## src/rtl/halut_decoder_ctrl.sv

```systemverilog
// Sequencer in front of one halut_decoder: LUT load forwarding, row stepping and a
// 2-entry result FIFO. Optional counters enabled by `define HALUT_DEC_CTRL_PERF_EN.
module halut_decoder_ctrl #(
   parameter int unsigned K              = 16,
   parameter int unsigned C              = 32,
   parameter int unsigned DataTypeWidth  = 16,
   parameter int unsigned TreeDepth      = $clog2(K),
   parameter int unsigned CAddrWidth     = $clog2(C),
   parameter int unsigned TotalAddrWidth = $clog2(C*K)
) (
   input  logic                      clk_i,
   input  logic                      rst_i,
   input  logic                      lut_we_i,
   input  logic [TotalAddrWidth-1:0] lut_waddr_i,
   input  logic [DataTypeWidth-1:0]  lut_wdata_i,
   output logic                      lut_wready_o,
   input  logic                      row_valid_i,
   input  logic [C*TreeDepth-1:0]    row_k_i,
   output logic                      row_ready_o,
   output logic [TotalAddrWidth-1:0] dec_waddr_o,
   output logic [DataTypeWidth-1:0]  dec_wdata_o,
   output logic                      dec_we_o,
   output logic [CAddrWidth-1:0]     dec_c_addr_o,
   output logic [TreeDepth-1:0]      dec_k_addr_o,
   output logic                      dec_decoder_o,
   input  logic [31:0]               dec_result_i,
   input  logic                      dec_valid_i,
   output logic                      res_valid_o,
   output logic [31:0]               res_data_o,
   input  logic                      res_ready_i,
   output logic [31:0]               rows_done_o,
   output logic [31:0]               stall_cycles_o
);

   typedef enum logic [1:0] {
      ST_IDLE  = 2'd0,
      ST_RUN   = 2'd1,
      ST_DRAIN = 2'd2
   } state_e;

   state_e                      state_r, state_s;
   logic [CAddrWidth-1:0]       cnt_r, cnt_s;
   logic [C-1:0][TreeDepth-1:0] row_k_r, row_k_s;
   logic [1:0]                  tag_r;
   logic                        tag_push_s;
   logic [1:0]                  inflight_r;
   logic [1:0]                  fifo_cnt_r;
   logic [31:0]                 fifo_head_r;
   logic [31:0]                 fifo_tail_r;
   logic                        last_s;
   logic                        credit_ok_s;
   logic                        row_acc_s;
   logic                        cap_s;
   logic                        pop_s;
   // Capture timing is fixed by the tag pipeline; the decoder's valid is implied there.
   logic                        dec_valid_unused_s;

   assign dec_valid_unused_s = dec_valid_i;

   assign last_s       = (cnt_r == CAddrWidth'(C-1));
   assign credit_ok_s  = (({1'b0, fifo_cnt_r} + {1'b0, inflight_r}) < 3'd2);
   assign lut_wready_o = (state_r == ST_IDLE) && (inflight_r == 2'd0);
   assign row_ready_o  = !rst_i && ((state_r != ST_RUN) || last_s) && credit_ok_s
                         && !(lut_we_i && (state_r == ST_IDLE));
   assign row_acc_s    = row_valid_i && row_ready_o;
   assign cap_s        = tag_r[1];
   assign pop_s        = res_valid_o && res_ready_i;

   assign dec_we_o     = lut_we_i && lut_wready_o;
   assign dec_waddr_o  = lut_waddr_i;
   assign dec_wdata_o  = lut_wdata_i;
   assign res_valid_o  = (fifo_cnt_r != 2'd0);
   assign res_data_o   = fifo_head_r;

   // Next-state logic; the last RUN cycle doubles as drain when a new row follows.
   always_comb begin
      state_s    = state_r;
      cnt_s      = cnt_r;
      row_k_s    = row_k_r;
      tag_push_s = 1'b0;
      case (state_r)
         ST_IDLE, ST_DRAIN: begin
            if (row_acc_s) begin
               state_s = ST_RUN;
               cnt_s   = {CAddrWidth{1'b0}};
               row_k_s = row_k_i;
            end else begin
               state_s = ST_IDLE;
            end
         end
         ST_RUN: begin
            if (!last_s) begin
               cnt_s = cnt_r + CAddrWidth'(1'b1);
            end else begin
               tag_push_s = 1'b1;
               if (row_acc_s) begin
                  state_s = ST_RUN;
                  cnt_s   = {CAddrWidth{1'b0}};
                  row_k_s = row_k_i;
               end else begin
                  state_s = ST_DRAIN;
               end
            end
         end
         default: begin
            state_s = ST_IDLE;
         end
      endcase
   end

   // Decoder drive decoded from the state registers.
   always_comb begin
      dec_decoder_o = 1'b0;
      dec_c_addr_o  = {CAddrWidth{1'b0}};
      dec_k_addr_o  = {TreeDepth{1'b0}};
      case (state_r)
         ST_RUN: begin
            dec_decoder_o = 1'b1;
            dec_c_addr_o  = cnt_r;
            dec_k_addr_o  = row_k_r[cnt_r];
         end
         ST_DRAIN: begin
            dec_decoder_o = 1'b1;
         end
         default: begin
            dec_decoder_o = 1'b0;
         end
      endcase
   end

   // Sequencer state, row register and capture tag pipeline.
   always_ff @(posedge clk_i) begin
      if (rst_i) begin
         state_r <= ST_IDLE;
         cnt_r   <= {CAddrWidth{1'b0}};
         row_k_r <= {(C*TreeDepth){1'b0}};
         tag_r   <= 2'b00;
      end else begin
         state_r <= state_s;
         cnt_r   <= cnt_s;
         row_k_r <= row_k_s;
         tag_r   <= {tag_r[0], tag_push_s};
      end
   end

   // Credit count and 2-entry FWFT result FIFO (head is the output register).
   always_ff @(posedge clk_i) begin
      if (rst_i) begin
         inflight_r  <= 2'd0;
         fifo_cnt_r  <= 2'd0;
         fifo_head_r <= 32'd0;
         fifo_tail_r <= 32'd0;
      end else begin
         case ({row_acc_s, cap_s})
            2'b10:   inflight_r <= inflight_r + 2'd1;
            2'b01:   inflight_r <= inflight_r - 2'd1;
            default: inflight_r <= inflight_r;
         endcase
         case ({cap_s, pop_s})
            2'b10: begin
               if (fifo_cnt_r == 2'd0) begin
                  fifo_head_r <= dec_result_i;
               end else begin
                  fifo_tail_r <= dec_result_i;
               end
               fifo_cnt_r <= fifo_cnt_r + 2'd1;
            end
            2'b01: begin
               fifo_head_r <= fifo_tail_r;
               fifo_cnt_r  <= fifo_cnt_r - 2'd1;
            end
            2'b11: begin
               if (fifo_cnt_r == 2'd2) begin
                  fifo_head_r <= fifo_tail_r;
                  fifo_tail_r <= dec_result_i;
               end else begin
                  fifo_head_r <= dec_result_i;
               end
            end
            default: begin
               fifo_cnt_r <= fifo_cnt_r;
            end
         endcase
      end
   end

`ifdef HALUT_DEC_CTRL_PERF_EN
   logic [31:0] rows_done_r;
   logic [31:0] stall_cycles_r;

   // Saturating performance counters.
   always_ff @(posedge clk_i) begin
      if (rst_i) begin
         rows_done_r    <= 32'd0;
         stall_cycles_r <= 32'd0;
      end else begin
         if (cap_s && (rows_done_r != 32'hFFFF_FFFF)) begin
            rows_done_r <= rows_done_r + 32'd1;
         end else begin
            rows_done_r <= rows_done_r;
         end
         if (row_valid_i && !row_ready_o && (stall_cycles_r != 32'hFFFF_FFFF)) begin
            stall_cycles_r <= stall_cycles_r + 32'd1;
         end else begin
            stall_cycles_r <= stall_cycles_r;
         end
      end
   end

   assign rows_done_o    = rows_done_r;
   assign stall_cycles_o = stall_cycles_r;
`else
   assign rows_done_o    = 32'd0;
   assign stall_cycles_o = 32'd0;
`endif

endmodule

```

## config.mk

```make
export PLATFORM = sky130hd
export DESIGN_NAME = halut_decoder_ctrl
export DESIGN_NICKNAME = d
export VERILOG_FILES = /design/src/rtl/halut_decoder_ctrl.sv
export SDC_FILE = /design/constraint.sdc
export NUM_CORES = 1
export LEC_CHECK = 0
export ABC_AREA = 1
export CORE_MARGIN = 4
export CORE_UTILIZATION = 51
export DETAILED_ROUTE_END_ITERATION = 16
export PLACE_DENSITY_LB_ADDON = 0.12
export SETUP_SLACK_MARGIN = 0.15
export SYNTH_ARGS = -nofsm -noshare
export SYNTH_HDL_FRONTEND = slang
export SYNTH_SLANG_ARGS = --single-unit
```

## constraint.sdc

```tcl
create_clock -name clk_i -period 5.5 [get_ports clk_i]
set_clock_uncertainty 0.05 [all_clocks]
set_input_delay 1.1 -clock clk_i [delete_from_list [all_inputs] [get_ports clk_i]]
set_output_delay 1.1 -clock clk_i [all_outputs]
set_load 0.02 [all_outputs]
```

### Word-level counts from Yosys, hierarchy flattened

Index checks and enable logic that the tools add are counted.

| storage, ports and cells | value |
|---|---|
| memories | 0 |
| register bits | 205 |
| word-level logic and storage cells | 113 |
| output and inout port bits | 135 |
| bits in latches | 0 |
| bits in writable memories | 0 |
| input bits | 191 |
| memory bits (read-only) | 0 |

| cells by class | value |
|---|---|
| reductions and logical operators | 26 |
| divide/modulo/power cells | 0 |
| $mul | 0 |
| shifts and indexed selects | 0 |
| $add $sub $neg | 6 |
| mux-type cells | 24 |
| bitwise logic cells | 1 |
| equal/unequal tests | 14 |
| magnitude comparators | 2 |

Operators by type and width:

| operator | count |
|---|---|
| 128-bit two-way mux | 2 |
| 128-bit one-hot mux with 2 select lines | 1 |
| 32-bit two-way mux | 4 |
| 32-bit one-hot mux with 3 select lines | 1 |
| 32-bit one-hot mux with 2 select lines | 1 |
| 4-bit binary-select mux with 5-bit select | 1 |
| 5-bit two-way mux | 3 |
| 2-bit one-hot mux with 2 select lines | 3 |
| 2-bit equality test (second input constant) | 5 |
| 5-bit one-hot mux with 2 select lines | 1 |
| 2-bit nonzero test | 5 |
| 1-bit logical AND | 8 |
| 4-bit two-way mux | 2 |
| 2-bit inequality test (second input constant) | 4 |
| 2-bit by 1-bit equality test with 1-bit output (second input constant) | 3 |
| 2-bit logical NOT | 3 |
| 5-bit by 6-bit less-than comparator with 1-bit output (second input constant) | 1 |
| 2-bit OR reduction | 3 |
| 5-bit by 1-bit adder with 5-bit output (second input constant) | 1 |
| 5-bit equality test (second input constant) | 1 |
| 2-bit by 1-bit adder with 2-bit output (second input constant) | 2 |
| 2-bit two-way mux | 2 |
| 2-bit AND reduction | 2 |
| 2-bit by 1-bit subtractor with 2-bit output (second input constant) | 2 |
| other kinds (9) | 12 |

### Longest topological paths before layout

Gate-level depths: netlist of the first run.

| logic depth | value |
|---|---|
| word-level depth | 9 |
| depth in mapped cells | 13 |
| mapped depth without buffers | 13 |

### Worst setup path after synthesis of the first run

OpenSTA, ideal clock, no wires.

| timing | value |
|---|---|
| path kind | input port to output port |
| from | input port rst_i |
| to | output port row_ready_o |
| data arrival time | 1.694 ns |
| cell stages on the path | 4 |
| buffers on the path | 1 |
| setup slack | 2.656 ns |
| required time | 4.350 ns |
| cell sequence | buf_2 nor2_1 nand2_1 nor3_4 |

| between the ends | value |
|---|---|
| longest elaborated chain between the ends | 4 |

Ends and longest elaborated chain:

| what | line | RTL |
|---|---|---|
| start: declaration | 12 | `input logic rst_i,` |
| 1-bit logical NOT | 63 | `assign row_ready_o = !rst_i && ((state_r != ST_RUN) \|\| last_s) && credit_ok_s` |
| 1-bit logical AND (2 in a row) | 63 |  |
| 1-bit logical AND | 64 | `&& !(lut_we_i && (state_r == ST_IDLE));` |
| end: declaration | 19 | `output logic row_ready_o,` |

No other way between the ends.

### Final worst setup path of the first run

| timing | value |
|---|---|
| from | register cnt_r[0] |
| to | output port row_ready_o |

| between the ends | value |
|---|---|
| longest elaborated chain between the ends | 5 |

Ends and longest elaborated chain:

| what | line | RTL |
|---|---|---|
| start: declaration | 42 | `logic [CAddrWidth-1:0] cnt_r, cnt_s;` |
| start signal: assignment | 135 | `cnt_r <= {CAddrWidth{1'b0}};` |
| start signal: assignment | 140 | `cnt_r <= cnt_s;` |
| 5-bit equality test | 60 | `assign last_s = (cnt_r == CAddrWidth'(C-1));` |
| named net last_s | 50 | `logic last_s;` |
| 1-bit logical OR | 63 |  |
| 1-bit logical AND (2 in a row) | 63 |  |
| 1-bit logical AND | 64 |  |

The timed path passes the listed nets, and every way through them passes these cells.

==> impl_metrics.yaml, run 1 <==
yosys:
  synth-seq-cells: 205
  avgSynthCellArea_um2: 6.35
  synth_warnings: 0
  yosysTopAreaCellShare_pct: 39.4
  synthCells: 1640
  yosysTopAreaCell: "dfxtp_1"
  synth_area_um2: 10400
  synth_cell_types: 31
  ys_seq_area_share_pct: 39.4
  synth.area.top_cells: "dfxtp_1, nand2_1, nor2_1"
critical_path:
  worstPathCellList: "buf_4, ha_1, inv_1, nor2_1, ha_1, nor2_2, nor3_4, clkdlybuf4s50_1"
  slowest_delay_ps: 700
  end_kind: "primary output"
  worstPathMaxFanout: 67
  worstSetupPathType: "register to primary output"
  startpoint_type: "register"
  crit_top_cell: "ha_1"
  arrival_ps: 3200
  cp.required_ps: 4350
  slowest_stage: "clkdlybuf4s50_1"
finish:
  antennaDiodeCount: 0
  utilization_pct: 64.0
  drive_gt1_share_pct: 3.37
  area_delta_synth_final_pct: 23.9
  nets: 1968
  stdcell_count: 2051
cts:
  ctsHoldBuffers: 0
  cts_buffer_depth: 3
  cts_post_setup_buffers_inserted: 0
  path_clk_slew_ps: 60
  clk_latency_ps: 500
  clock_sinks: 205
  cts_root_buf: "clkbuf_16"
  cts-buffers-inserted: 23
  cts_tree: "done"
  cts_resized: 0
  htree_levels: 1
sta:
  fin_crit_ps: 4350
  rsz0062_at_grt: "false"
  setup_viol_count_final: 0
  slew_headroom_pct: 25.8
  worst_pin_slew_ps: 1110
  hold_viol_final: 0
  fin_crit_sh_pct: 79.1
  final-max-slew-violation-count: 0
  max_freq_ghz: 0.230
  worst_slack_ps: 1150
  setup_tns_ps: 0
pwr:
  finalPower_mw: 3.61
  p_per_area_nw_per_um2: 280
  peakVddDrop_uv: 192
  leakage_nw: 6.47
die:
  die-area_um2: 22800
  dieWidth_um: 151
  rows: 52
  dieHeight_um: 151
  initial_core_util_pct: 51.7
  core_um2: 20200
  io_pins: 326
detailed_routing:
  wl_mm: 26.1
  drc: 0
  vias: 9591
  drt_iter0_drc: 542
  antenna_left: 0
  viasPerCell: 4.68
  detail_route.wl_per_cell_um: 12.7
  first_pass_iters: 5
place:
  port_buffers: 210
  hpwlAfterDp_mm: 16.9
  gp_congestion: 0.787
  dp.cells: 2011
  post-place-ws_ps: 1420
worst_hold_path:
  min_path_type: "register to register"
global_route:
  grt_max_degree: 261
  grt_pass1_vias: 8666
  grt_usage_pct: 21.8
  grt_first_pass_wirelength_mm: 41.3
  grt-ovfl-total: 0
  antenna_found_initial: 0
outcome:
  run_status: "finished, final reports clean"
run:
  maxCapViolations: 0
## through the flow
stage / hold slack, ps / instance area, µm²
floorplan: 338 / 10700
global placement: 342 / 12100
detailed placement: 354 / 12100
CTS: 359 / 12900
global route: 374 / 12900
finish: 356 / 12900
## layer usage
metal	up-vias	track usage [%]	part of all wire, %
li1	5056	-	-
met1	4206	29.1	44
met2	275	35.6	46
met3	54	4.52	7.5
met4	0	6.98	3.1
met5	-	0	0
## cell type report
type	instances	area, µm²
tap	270	338
timing repair buffer	219	2180
inverter	197	744
multi-input combinational	1120	4740
clock inverter	7	115
fill	1903	7260
sequential	205	4110
clock buffer	33	683
## sequential cells by signal, summed over array words and instances (netlist names)
register     count
row_k_r        128
cnt_r            5
fifo_cnt_r       2
fifo_tail_r     32
res_data_o      32
inflight_r       2
tag_r            2
state_r          2
## power by group
part           internal, mW  switching (mW)
clock                  1.00           0.601
combinational         0.197           0.253
sequential             1.54          0.0186
total                  2.74           0.873
## synthesized netlist by cell type
| cell | number |
|---|---|
| a21oi_1 | 41 |
| a31oi_1 | 32 |
| a31oi_2 | 1 |
| and2_1 | 1 |
| buf_1 | 8 |
| buf_2 | 20 |
| buf_4 | 89 |
| buf_6 | 8 |
| clkbuf_1 | 56 |
| clkinv_1 | 3 |
| conb_1 | 1 |
| dfxtp_1 | 205 |
| fa_1 | 1 |
| ha_1 | 10 |
| inv_1 | 192 |
| inv_2 | 2 |
| nand2_1 | 528 |
| nand3_1 | 90 |
| nand3_2 | 1 |
| nand4_1 | 1 |
| nor2_1 | 267 |
| nor2_2 | 1 |
| nor3_1 | 3 |
| nor3_4 | 1 |
| o2111ai_1 | 1 |
| o211ai_1 | 2 |
| o21ai_0 | 69 |
| o21ai_2 | 1 |
| o41ai_1 | 1 |
| or2_2 | 2 |
| xor2_1 | 2 |
## worst paths after layout
path         depth (start not counted)                   endpoint  slack (ps)                   from
max                                  8                row_ready_o        1150  cnt_r[0]$_SDFFE_PP0N_
min                                  2        tag_r[1]$_SDFF_PP0_         360    tag_r[0]$_SDFF_PP0_
max reg2reg                         11  row_k_r[123]$_SDFFE_PP0P_        2230  cnt_r[0]$_SDFFE_PP0N_
min reg2reg                          2        tag_r[1]$_SDFF_PP0_         360    tag_r[0]$_SDFF_PP0_
## worst max-delay path, delay by kind of cell, from the launching register on
family	cells	cell delay [ps]
buf+inv	3	1380
flops	1	330
simple gates	3	470
fa+ha+maj	2	520
## layout by cell type, fill, tap and decap left out, types with 3 or more instances in the layout
master           synthesis  routed
nand2_1                528     528
nor2_1                 267     267
clkdlybuf4s50_1          0     210
dfxtp_1                205     203
inv_1                  192     191
nand3_1                 90      90
o21ai_0                 69      69
conb_1                   1      64
a21oi_1                 41      40
a31oi_1                 32      32
clkbuf_16                0      23
ha_1                    10      10
buf_4                   89       8
clkbuf_8                 0       7
inv_2                    2       3
nor3_1                   3       3
clkbuf_1                56       3
bufinv_16                0       3
## cells by family after synthesis
family,Yosys count,synth area share (%)
fa+ha+maj,11,1.39
compound gates,148,7.72
flops,205,39.4
simple gates,895,33.7
other cells,1,0.0360
buf+inv,378,17.6
xor+xnor,2,0.168
No activity file was read; power rests on OpenSTA's default activity.
==> run 2: changes to the inputs <==
--- a/config.mk
+++ b/config.mk
@@ -7,7 +7,7 @@
 export LEC_CHECK = 0
 export ABC_AREA = 1
 export CORE_MARGIN = 4
-export CORE_UTILIZATION = 51
+export CORE_UTILIZATION = 47
 export DETAILED_ROUTE_END_ITERATION = 16
 export PLACE_DENSITY_LB_ADDON = 0.12
 export SETUP_SLACK_MARGIN = 0.15
==> constraint.sdc (replaced) <==
create_clock -name clk_i -period 4.1 [get_ports clk_i]
set_clock_uncertainty 0.05 [all_clocks]
set_input_delay 0.82 -clock clk_i [delete_from_list [all_inputs] [get_ports clk_i]]
set_output_delay 0.82 -clock clk_i [all_outputs]
set_load 0.02 [all_outputs]
==> run 2 against run 1 <==
Net effect:
- routed wire length is 1.7% higher
- clock power is 32% higher
- register-to-register slack worse by 910 ps
- total power is 33% higher
- largest cell class unchanged
==> impl_metrics.yaml, run 2 (synthesis gave the netlist of run 1 again) <==
outcome:
  run_status: "finished, final reports clean"
sta:
  hold-worst-slack_ps: 356
  setup_viol_count_final: 0
  final-max-slew-violation-count: 0
  worst_pin_slew_ps: 718
  setup_tns_ps: 0
  fin_crit_ps: 3760
  hold_viol_final: 0
  slew_headroom_pct: 52.2
  max_freq_ghz: 0.266
  rsz0062_at_grt: "false"
  fin_crit_sh_pct: 91.7
critical_path:
  regToRegSetupSlack_ps: 1320
  cp.required_ps: 3230
  ff2ff_path_depth: 14
  crit_start: "cnt_r[1]$_SDFFE_PP0N_"
  worstPathMaxFanout: 15
  startpoint_type: "register"
  reg2reg_from: "cnt_r[0]$_SDFFE_PP0N_"
  crit_end: "dec_k_addr_o[2]"
  end_kind: "primary output"
  arrival_ps: 2890
  r2r_end: "inflight_r[1]$_SDFFE_PP0P_"
  worstSetupPathType: "register to primary output"
detailed_routing:
  vias: 9552
  viasPerCell: 4.61
  wl_mm: 26.5
  first_pass_iters: 6
  drc: 0
  drt_iter0_drc: 682
  antenna_left: 0
  detail_route.wl_per_cell_um: 12.8
place:
  port_buffers: 210
  hpwlAfterDp_mm: 17.4
  gp_congestion: 0.800
cts:
  cts_buffer_depth: 3
  cts_tree: "done"
  cts_root_buf: "clkbuf_16"
  ctsHoldBuffers: 0
  cts-buffers-inserted: 24
  cts_post_setup_buffers_inserted: 0
  path_clk_slew_ps: 60
  clock_sinks: 205
  htree_levels: 1
  clk_latency_ps: 510
global_route:
  grt_max_degree: 104
  grt_first_pass_wirelength_mm: 42.8
  antenna_found_initial: 0
  grt_usage_pct: 20.8
  grt-ovfl-total: 0
  grt_pass1_vias: 8838
finish:
  nFillCells: 2108
  largest_reg_flops: 128
  top_register: "row_k_r"
  area_delta_synth_final_pct: 24.9
  drive_gt1_share_pct: 3.80
  layout_common_cells: "nand2_1, nor2_1, clkdlybuf4s50_1"
  final_common_cell: "nand2_1"
  nets: 1975
  antennaDiodeCount: 0
pwr:
  leakage_nw: 6.54
  peakVddDrop_uv: 283
  p_per_area_nw_per_um2: 370
die:
  core_um2: 21800
  dieWidth_um: 157
  die-area_um2: 24600
  initial_core_util_pct: 47.7
  dieHeight_um: 157
  rows: 54
  io_pins: 326
worst_hold_path:
  min_path_type: "register to register"
run:
  maxCapViolations: 0
run 2: where the power goes:
group,switching [mW],total (mW),internal [mW]
combinational,0.343,0.610,0.267
sequential,0.0224,2.09,2.07
clock,0.826,2.11,1.28
run 2: worst min path at each step:
| stage | cells past startpoint | startpoint | end |
|---|---|---|---|
| 2_1_floorplan | 2 | tag_r[0]$_SDFF_PP0_ | tag_r[1]$_SDFF_PP0_ |
| 3_3_place_gp | 2 | tag_r[0]$_SDFF_PP0_ | tag_r[1]$_SDFF_PP0_ |
| 3_5_place_dp | 2 | tag_r[0]$_SDFF_PP0_ | tag_r[1]$_SDFF_PP0_ |
| 4_1_cts | 2 | tag_r[0]$_SDFF_PP0_ | tag_r[1]$_SDFF_PP0_ |
| 5_1_grt | 2 | tag_r[0]$_SDFF_PP0_ | tag_r[1]$_SDFF_PP0_ |
| 6_report | 2 | tag_r[0]$_SDFF_PP0_ | tag_r[1]$_SDFF_PP0_ |
run 2: critical path, cell delays in order (launching register included):
cell and delay, ps:
dfxtp_2 420, inv_1 380, buf_4 280, nand3_1 90, nand2_1 90, nand2_1 60
nand2_1 120, inv_1 80, nand2_1 70, nand2_1 70, nand2_1 80, clkdlybuf4s50_1 630
run 2: through the flow:
stage / util (%) / instances / instance area [µm²] / setup slack [ps] / power [mW]
6_report: 59.6 / 2070 / 13000 / 341 / 4.81
5_1_grt: 59.6 / 2070 / 13000 / 183 / 5.04
4_1_cts: 59.6 / 2070 / 13000 / 262 / 4.86
3_5_place_dp: 56.0 / 2027 / 12200 / 841 / 2.75
3_3_place_gp: 56.0 / 2027 / 12200 / 865 / 2.74
2_1_floorplan: - / 1703 / 10700 / 1730 / 2.59
run 2: layout make-up:
cell class	instances	area (µm²)	share of cell area, %
clock buffer	37	731	5.61
clock inverter	6	55.1	0.423
inverter	197	748	5.75
multi-input combinational	1120	4740	36.5
sequential	205	4110	31.6
tap	280	350	2.69
timing repair buffer	225	2280	17.5
run 2: timing repair:
action | CTS | global route
setup endpoints to repair | 0 | 4
hold endpoints to repair | 0 | 0
resized for setup | 0 | 3
run 2: per-layer routing:
layer | wire (µm) | share of wire, % | vias up | global-route usage (%)
met2 | 12100 | 45 | 275 | 34.2
met3 | 2050 | 7.7 | 36 | 4.76
met4 | 479 | 1.8 | 0 | 5.54
met1 | 11900 | 45 | 4165 | 27.8
met5 | 0 | 0 | - | 0
li1 | - | - | 5076 | -
